--- src/rtl/bcd_digit_converter_pkg.sv ---
// Shared types and constants for the binary-to-BCD converter slice.
// Latency: none (declarations only).
// Backpressure: not applicable.
package bcd_pkg;

  localparam int DIGIT_W = 4;

  // Nibble value the seven-segment decoder renders as an unlit digit.
  localparam logic [DIGIT_W-1:0] BLANK_DIGIT = 4'hF;

  typedef enum logic {
    IDLE    = 1'b0,
    CONVERT = 1'b1
  } state_t;

endpackage

--- src/rtl/bcd_digit_converter_if.sv ---
// Request/result bundle between counter logic and the BCD converter.
// Latency: none (wires only).
// Backpressure: none; the requester watches busy/done, a start while busy is dropped.
// Ports: start/bin from the master; busy, done, bcd, overflow from the slave.
interface bcd_digit_converter_if
  import bcd_pkg::*;
#(
  parameter int WIDTH  = 8,
  parameter int DIGITS = 3
);

  logic                      start;
  logic [WIDTH-1:0]          bin;
  logic                      busy;
  logic                      done;
  logic [DIGIT_W*DIGITS-1:0] bcd;
  logic                      overflow;

  modport master (output start, bin, input busy, done, bcd, overflow);
  modport slave  (input start, bin, output busy, done, bcd, overflow);

endinterface

--- src/rtl/bcd_digit_converter_add3.sv ---
// Double-dabble nibble correction: values 5..9 get +3 so the next shift carries.
// Latency: combinational.
// Backpressure: not applicable.
// Ports: din - scratch nibble; dout - corrected nibble (4-bit wrap, no carry out).
module bcd_add3
  import bcd_pkg::*;
(
  input  logic [DIGIT_W-1:0] din,
  output logic [DIGIT_W-1:0] dout
);

  assign dout = (din >= 4'd5) ? din + 4'd3 : din;

endmodule

--- src/rtl/bcd_digit_converter.sv ---
// Sequential binary-to-BCD converter (shift-and-add-3, one input bit per clock).
// Latency: done pulses WIDTH clocks after the edge that accepts start.
// Backpressure: start is only sampled in IDLE; starts while busy are ignored, not queued.
// Ports: clk, reset (sync, active-high); bus.slave carries start/bin in and
//        busy/done/bcd/overflow out, all outputs registered.
// Build option: LEADING_ZERO_BLANK_EN writes leading zero digits (above digit 0)
//        as BLANK_DIGIT unless the value overflowed.
module bcd_digit_converter
  import bcd_pkg::*;
#(
  parameter int WIDTH  = 8,
  parameter int DIGITS = 3
)(
  input  logic                  clk,
  input  logic                  reset,
  bcd_digit_converter_if.slave  bus
);

  localparam int SCR_W = DIGIT_W * DIGITS;
  localparam int CNT_W = (WIDTH > 1) ? $clog2(WIDTH) : 1;

  state_t             state;
  logic [WIDTH-1:0]   shift;
  logic [SCR_W-1:0]   scratch;
  logic [SCR_W-1:0]   scratch_adj;
  logic [SCR_W-1:0]   scratch_nxt;
  logic [SCR_W-1:0]   bcd_load;
  logic               ovf;
  logic               ovf_nxt;
  logic [CNT_W-1:0]   count;

  logic               busy_q;
  logic               done_q;
  logic [SCR_W-1:0]   bcd_q;
  logic               overflow_q;

  for (genvar g = 0; g < DIGITS; g++) begin : g_add3
    bcd_add3 u_add3 (
      .din  (scratch[g*DIGIT_W +: DIGIT_W]),
      .dout (scratch_adj[g*DIGIT_W +: DIGIT_W])
    );
  end

  // One iteration: corrected scratch shifted left, taking the next binary bit
  // from the top of the shift register. The bit pushed out of scratch means
  // the value no longer fits in DIGITS digits.
  assign scratch_nxt = {scratch_adj[SCR_W-2:0], shift[WIDTH-1]};
  assign ovf_nxt     = ovf | scratch_adj[SCR_W-1];

`ifdef LEADING_ZERO_BLANK_EN
  logic lead;

  // Walk down from the top digit; blank while every digit seen so far is zero.
  always_comb begin
    bcd_load = scratch_nxt;
    lead     = ~ovf_nxt;
    for (int i = DIGITS - 1; i >= 1; i--) begin
      if (lead && (scratch_nxt[i*DIGIT_W +: DIGIT_W] == '0)) begin
        bcd_load[i*DIGIT_W +: DIGIT_W] = BLANK_DIGIT;
      end else begin
        lead = 1'b0;
      end
    end
  end
`else
  assign bcd_load = scratch_nxt;
`endif

  always_ff @(posedge clk) begin
    if (reset) begin
      state      <= IDLE;
      shift      <= '0;
      scratch    <= '0;
      ovf        <= 1'b0;
      count      <= '0;
      busy_q     <= 1'b0;
      done_q     <= 1'b0;
      bcd_q      <= '0;
      overflow_q <= 1'b0;
    end else begin
      done_q <= 1'b0;
      if (state == IDLE) begin
        if (bus.start) begin
          shift   <= bus.bin;
          scratch <= '0;
          ovf     <= 1'b0;
          count   <= '0;
          busy_q  <= 1'b1;
          state   <= CONVERT;
        end
      end else begin
        scratch <= scratch_nxt;
        shift   <= shift << 1;
        ovf     <= ovf_nxt;
        count   <= count + 1'b1;
        if (count == CNT_W'(WIDTH - 1)) begin
          bcd_q      <= bcd_load;
          overflow_q <= ovf_nxt;
          done_q     <= 1'b1;
          busy_q     <= 1'b0;
          state      <= IDLE;
        end
      end
    end
  end

  assign bus.busy     = busy_q;
  assign bus.done     = done_q;
  assign bus.bcd      = bcd_q;
  assign bus.overflow = overflow_q;

endmodule
--- src/flat_wrapper.sv ---
// flat-port wrapper written by rule: the top's interface ports become plain ports
module bcd_digit_converter_flat import bcd_pkg::*;
#(
  parameter int WIDTH  = 8,
  parameter int DIGITS = 3
)
  (clk, reset, bus_start, bus_bin, bus_busy, bus_done, bus_bcd, bus_overflow);
  bcd_digit_converter_if #(.WIDTH(WIDTH), .DIGITS(DIGITS)) bus_i ();
  input  logic clk;
  input  logic reset;
  input wire logic [$bits(bus_i.start)-1:0] bus_start;
  input wire logic [$bits(bus_i.bin)-1:0] bus_bin;
  output wire logic [$bits(bus_i.busy)-1:0] bus_busy;
  output wire logic [$bits(bus_i.done)-1:0] bus_done;
  output wire logic [$bits(bus_i.bcd)-1:0] bus_bcd;
  output wire logic [$bits(bus_i.overflow)-1:0] bus_overflow;
  assign bus_i.start = bus_start;
  assign bus_i.bin = bus_bin;
  assign bus_busy = bus_i.busy;
  assign bus_done = bus_i.done;
  assign bus_bcd = bus_i.bcd;
  assign bus_overflow = bus_i.overflow;
  bcd_digit_converter #(.WIDTH(WIDTH), .DIGITS(DIGITS)) u_core (.clk(clk), .reset(reset), .bus(bus_i));
endmodule
--- config.mk ---
export PLATFORM = sky130hd
export DESIGN_NAME = bcd_digit_converter_flat
export DESIGN_NICKNAME = d
export VERILOG_FILES = /design/src/rtl/bcd_digit_converter_pkg.sv /design/src/rtl/bcd_digit_converter_if.sv /design/src/rtl/bcd_digit_converter_add3.sv /design/src/rtl/bcd_digit_converter.sv /design/src/flat_wrapper.sv
export SDC_FILE = /design/constraint.sdc
export NUM_CORES = 1
export LEC_CHECK = 0
export ABC_AREA = 1
export CORE_MARGIN = 2
export CORE_UTILIZATION = 35
export DETAILED_ROUTE_END_ITERATION = 7
export GPL_TIMING_DRIVEN = 0
export HOLD_SLACK_MARGIN = 0.1
export PLACE_DENSITY = 0.55
export SETUP_SLACK_MARGIN = 0.02
export SYNTH_ARGS = -nofsm -noshare
export SYNTH_HDL_FRONTEND = slang
export SYNTH_SLANG_ARGS = --single-unit
--- constraint.sdc ---
create_clock -name clk -period 2.9 [get_ports clk]
set_input_delay 0.435 -clock clk [delete_from_list [all_inputs] [get_ports clk]]
set_output_delay 0.435 -clock clk [all_outputs]
set_load 0.02 [all_outputs]
## Word level (Yosys, flattened, before mapping)

Cells that the tools add are included.

| storage, ports and cells | value |
|---|---|
| bits in registers | 40 |
| bits of input ports | 11 |
| output and inout port bits | 15 |

| operators by class | value |
|---|---|
| add/sub/neg operators | 4 |
| magnitude comparators | 3 |
| equality and inequality tests | 2 |
| mux-type cells | 18 |
| bitwise logic cells | 2 |
| reductions and logical operators | 5 |

Operators by type and width:

| kind | count |
|---|---|
| 2-to-1 mux 12 bit | 2 |
| 2-to-1 mux 8 bit | 2 |
| adder 4 x 2 -> 4 bit (second input constant) | 3 |
| >= comparator 4 x 3 -> 1 bit (second input constant) | 3 |
| 2-to-1 mux 4 bit | 3 |
| 2-to-1 mux 1 bit | 9 |
| 2-to-1 mux 3 bit | 2 |
| AND reduction 2 bit | 2 |
| OR reduction 2 bit | 2 |
| adder 3 x 1 -> 3 bit (second input constant) | 1 |
| == test 3 bit (second input constant) | 1 |
| != test 2 bit (second input constant) | 1 |
| nonzero test 2 bit | 1 |
| NOT 1 bit | 1 |
| OR 1 bit | 1 |

## Logic depth before layout (Yosys ltp)

| depth | value |
|---|---|
| depth in word-level cells | 4 |
| mapped depth | 9 |
| mapped depth without buffers | 9 |

## Cells and area by module

From an unflattened synthesis, not the netlist that was laid out.

| unflattened totals | value |
|---|---|
| cell total of the unflattened synthesis | 260 |
| area, all modules | 1,959.4 sq um |

Modules (own cells, without submodules):

| module | times used | cells an instance | area an instance (sq um) |
|---|---|---|---|
| bcd_digit_converter | 1 | 191 | 1,554.0 |
| bcd_add3 | 3 | 23 | 135.1 |

## Least setup slack after synthesis

No wires, ideal clock.

| path | value |
|---|---|
| path type | reg-to-reg |
| from | register u_core.count[0] |
| to | register u_core.bcd_q[7] (netlist: u_core.bus.bcd[7]) |
| setup time | 0.117 ns |
| data arrival time | 1.149 ns |
| slack | 1.634 ns |
| stages on the path, launching flop included | 7 |
| path buffers | 1 |
| clock period less this slack | 1.266 ns |
| cells stage by stage | dfxtp_1 ha_1 ha_1 nand2_4 nor2_2 buf_4 a22o_1 |

| on the way | value |
|---|---|
| cells in the longest elaborated chain, start to end | 2 |

Ends and longest elaborated chain:

| item | line | source |
|---|---|---|
| start: declaration | bcd_digit_converter.sv:30 | `logic [CNT_W-1:0] count;` |
| start signal: assignment | bcd_digit_converter.sv:95 | `count <= count + 1'b1;` |
| == test 3 bit | bcd_digit_converter.sv:96 | `if (count == CNT_W'(WIDTH - 1)) begin` |
| AND reduction 2 bit (no line) | n/a |  |
| end signal: assignment | bcd_digit_converter.sv:97 | `bcd_q <= bcd_load;` |
| end: declaration | bcd_digit_converter.sv:34 | `logic [SCR_W-1:0] bcd_q;` |

No other way between the ends.
A chain may end at the register's enable or synchronous reset.

## Final worst setup path

| path | value |
|---|---|
| from | register u_core.bcd_q[11] (netlist: u_core.bus.bcd[11]) |
| to | output port bus_bcd[11] |

RTL lines:

| item | line | source |
|---|---|---|
| end: declaration | flat_wrapper.sv:15 | `output wire logic [$bits(bus_i.bcd)-1:0] bus_bcd;` |

No word-level cell between the ends.

==> reports/metrics.yaml <==
status: "finished, final reports clean"
fin_cells: 357
p_comb_share_pct: 8.0
place_hpwl_um: 2810
path_cells: "clkdlybuf4s50_1"
ys_warn_count: 0
fmax_ghz: 0.5901
power_density_nw_per_um2: 456.2
switchingPower_mw: 0.2550
startpoint_type: "register"
critPathRequiredTime_ns: 2.47
finalHoldViolations: 0
post_cts_resized: 0
cts.htree.levels: 2
yosysSeqAreaShare_pct: 43.30
pre_cts_ws_ns: 1.104
die_w_um: 76.69
grt_use_total_pct: 15.09
syn-num-nets: 273
power.leakage_nw: 1.054
place.gp.congestion: 0.7800
min_period_ns: 1.695
seqPwrFrac_pct: 54.4
portBuffers: 25
first_iter_violations: 83
p_clk_share_pct: 37.6
rows: 26
grt_pass1_vias: 1567
fp.dieH_um: 76.69
clock_latency_ns: 0.29
cts_sinks: 40
p_int_mw: 0.7850
final_nets: 305
grt_max_degree: 13
maxCapViolCount: 0
n_antenna_cell: 0
antenna_found_initial: 0
regToRegSetupSlack_ns: 1.45
fin_worst_skew_ns: 0.002663
worstPathArrival_ns: 1.26
cts_buffer_depth: 2
critical_path_class: "register to output port"
drive_gt1_share_pct: 9.408
crit_path_max_incr_delay_ns: 0.61
layout_common_cells: "nand2_1 (89), dfxtp_1 (40), inv_1 (26)"
areaGrowthSynthToFinish_pct: 23.27
syn_area_um2: 1849
worstHoldPathType: "register to register"
cts_setup_buffers: 0
setup_ws_ns: 1.205
drtAntennaViolNets: 0
crit_slowest_cell: "clkdlybuf4s50_1"
via_per_inst: 4.602
io_pins: 26
post-route-period-util_pct: 58.43
finalSetupViolations: 0
hold_buffers: 0
drv_slew: 0
irDropWorstVdd_uv: 224.5
drc: 0
synth_top_area_cell: "dfxtp_1"
netlist_instances: 254
synth_top_area_share_pct: 43.30
worst-path-max-fanout: 2
grt-ovfl-total: 0
grt_pass1_wl_um: 7120
synth.top_cells.by_area: "dfxtp_1 (43%), nand2_1 (18%), nand3_1 (6.0%)"
finalSetupTns_ns: 0
wl_per_cell_um: 11.34
root_buffer: "clkbuf_8"
drt_pass1_iterations: 4
path_delay_family: "buffers and inverters"
slew-limit-headroom_pct: 84.84
syn_area_per_cell_um2: 7.281
vias: 1643
core_area_um2: 5107
dp_cells: 349
end_kind: "output port"
rsz0062_at_grt: "false"
dieArea_um2: 5881
start_util_pct: 36.21
layout_commonest_cell: "nand2_1"
yosysUniqueCellTypes: 25
routed_wl_um: 4049
cts_buffers: 5
cts.clk_slew.worst_paths_ns: 0.08
cts_tree: "done"
swShare_pct: 24.52
worst_slew_pin_slew_ns: 0.2275
ys_ff_latch: 40
critical_path_buf_inv_count: 1
## cells in the mapped netlist
cell,number
a21boi_1,3
nand2_4,1
dfxtp_1,40
nor4_1,1
inv_2,6
a211oi_1,1
ha_1,8
a21o_1,1
o21ai_0,2
nand4_1,6
a22o_1,3
nand2_1,89
and2_1,1
nand3_1,22
inv_1,26
buf_2,4
nor2_4,1
a21oi_1,16
nand2_2,1
nor2_1,8
nor2_2,1
buf_6,2
a22oi_1,4
buf_4,3
o21ai_1,4
## logic make-up after synthesis
| logic type | after synthesis | share of synthesized area (%) |
|---|---|---|
| AO/OA/AOI/OAI | 34 | 11.03 |
| flip-flops | 40 | 43.30 |
| AND/OR/NAND/NOR | 131 | 30.24 |
| buffers and inverters | 41 | 10.01 |
| adder cells (fa/ha/maj) | 8 | 5.413 |
## power groups by stage
stage	combinational, mW	clock, mW	sequential, mW
6_report	0.0836	0.391	0.566
2_1_floorplan	0.0501	0	0.579
5_1_grt	0.0945	0.426	0.567
3_3_place_gp	0.0838	0	0.579
4_1_cts	0.0849	0.404	0.566
3_5_place_dp	0.0846	0	0.579
## sequential cells by signal, indices dropped and copies added, names as in the netlist
name and flops:
u_core.bus.done 1, u_core.bus.overflow 1, u_core.shift 8, u_core.scratch 12
u_core.state 1, u_core.bus.busy 1, u_core.bus.bcd 12, u_core.count 3
u_core.ovf 1
## routing by layer
layer | track usage, % | share of wire [%]
met5 | 0 | 0
met1 | 19.71 | 50
met3 | 3.529 | 3.9
met2 | 24.56 | 45
met4 | 4.909 | 1.4
## worst paths after layout
path / depth (start not counted) / from / to
hold / removal: 2 / u_core.bus.bcd[8] / u_core.bus.bcd[8]
setup reg to reg: 8 / u_core.scratch[0] / u_core.scratch[1]
setup / recovery: 1 / u_core.bus.bcd[11] / bus_bcd[11]
hold reg to reg: 2 / u_core.bus.bcd[8] / u_core.bus.bcd[8]
## cell type report
type,count,area (um^2)
Fill cell,564,2828
Tap cell,70,87.58
Multi-Input combinational cell,173,863.3
Clock buffer,6,82.58
Inverter,32,120.1
Buffer,9,65.06
Sequential cell,40,800.8
Timing Repair Buffer,25,250.2
Clock inverter,2,10.01
## stage by stage
| step | utilization, % | total power [mW] | hold slack, ns | cell area, um^2 |
|---|---|---|---|---|
| 5_1_grt | 44.64 | 1.088 | 0.4806 | 2280 |
| 3_3_place_gp | 42.82 | 0.6627 | 0.4377 | 2187 |
| 6_report | 44.64 | 1.040 | 0.4499 | 2280 |
| 3_5_place_dp | 42.82 | 0.6633 | 0.4400 | 2187 |
| 2_1_floorplan | - | 0.6292 | 0.4428 | 1849 |
| 4_1_cts | 44.64 | 1.054 | 0.4540 | 2280 |
Note: power is estimated with default switching activity, not from simulation.
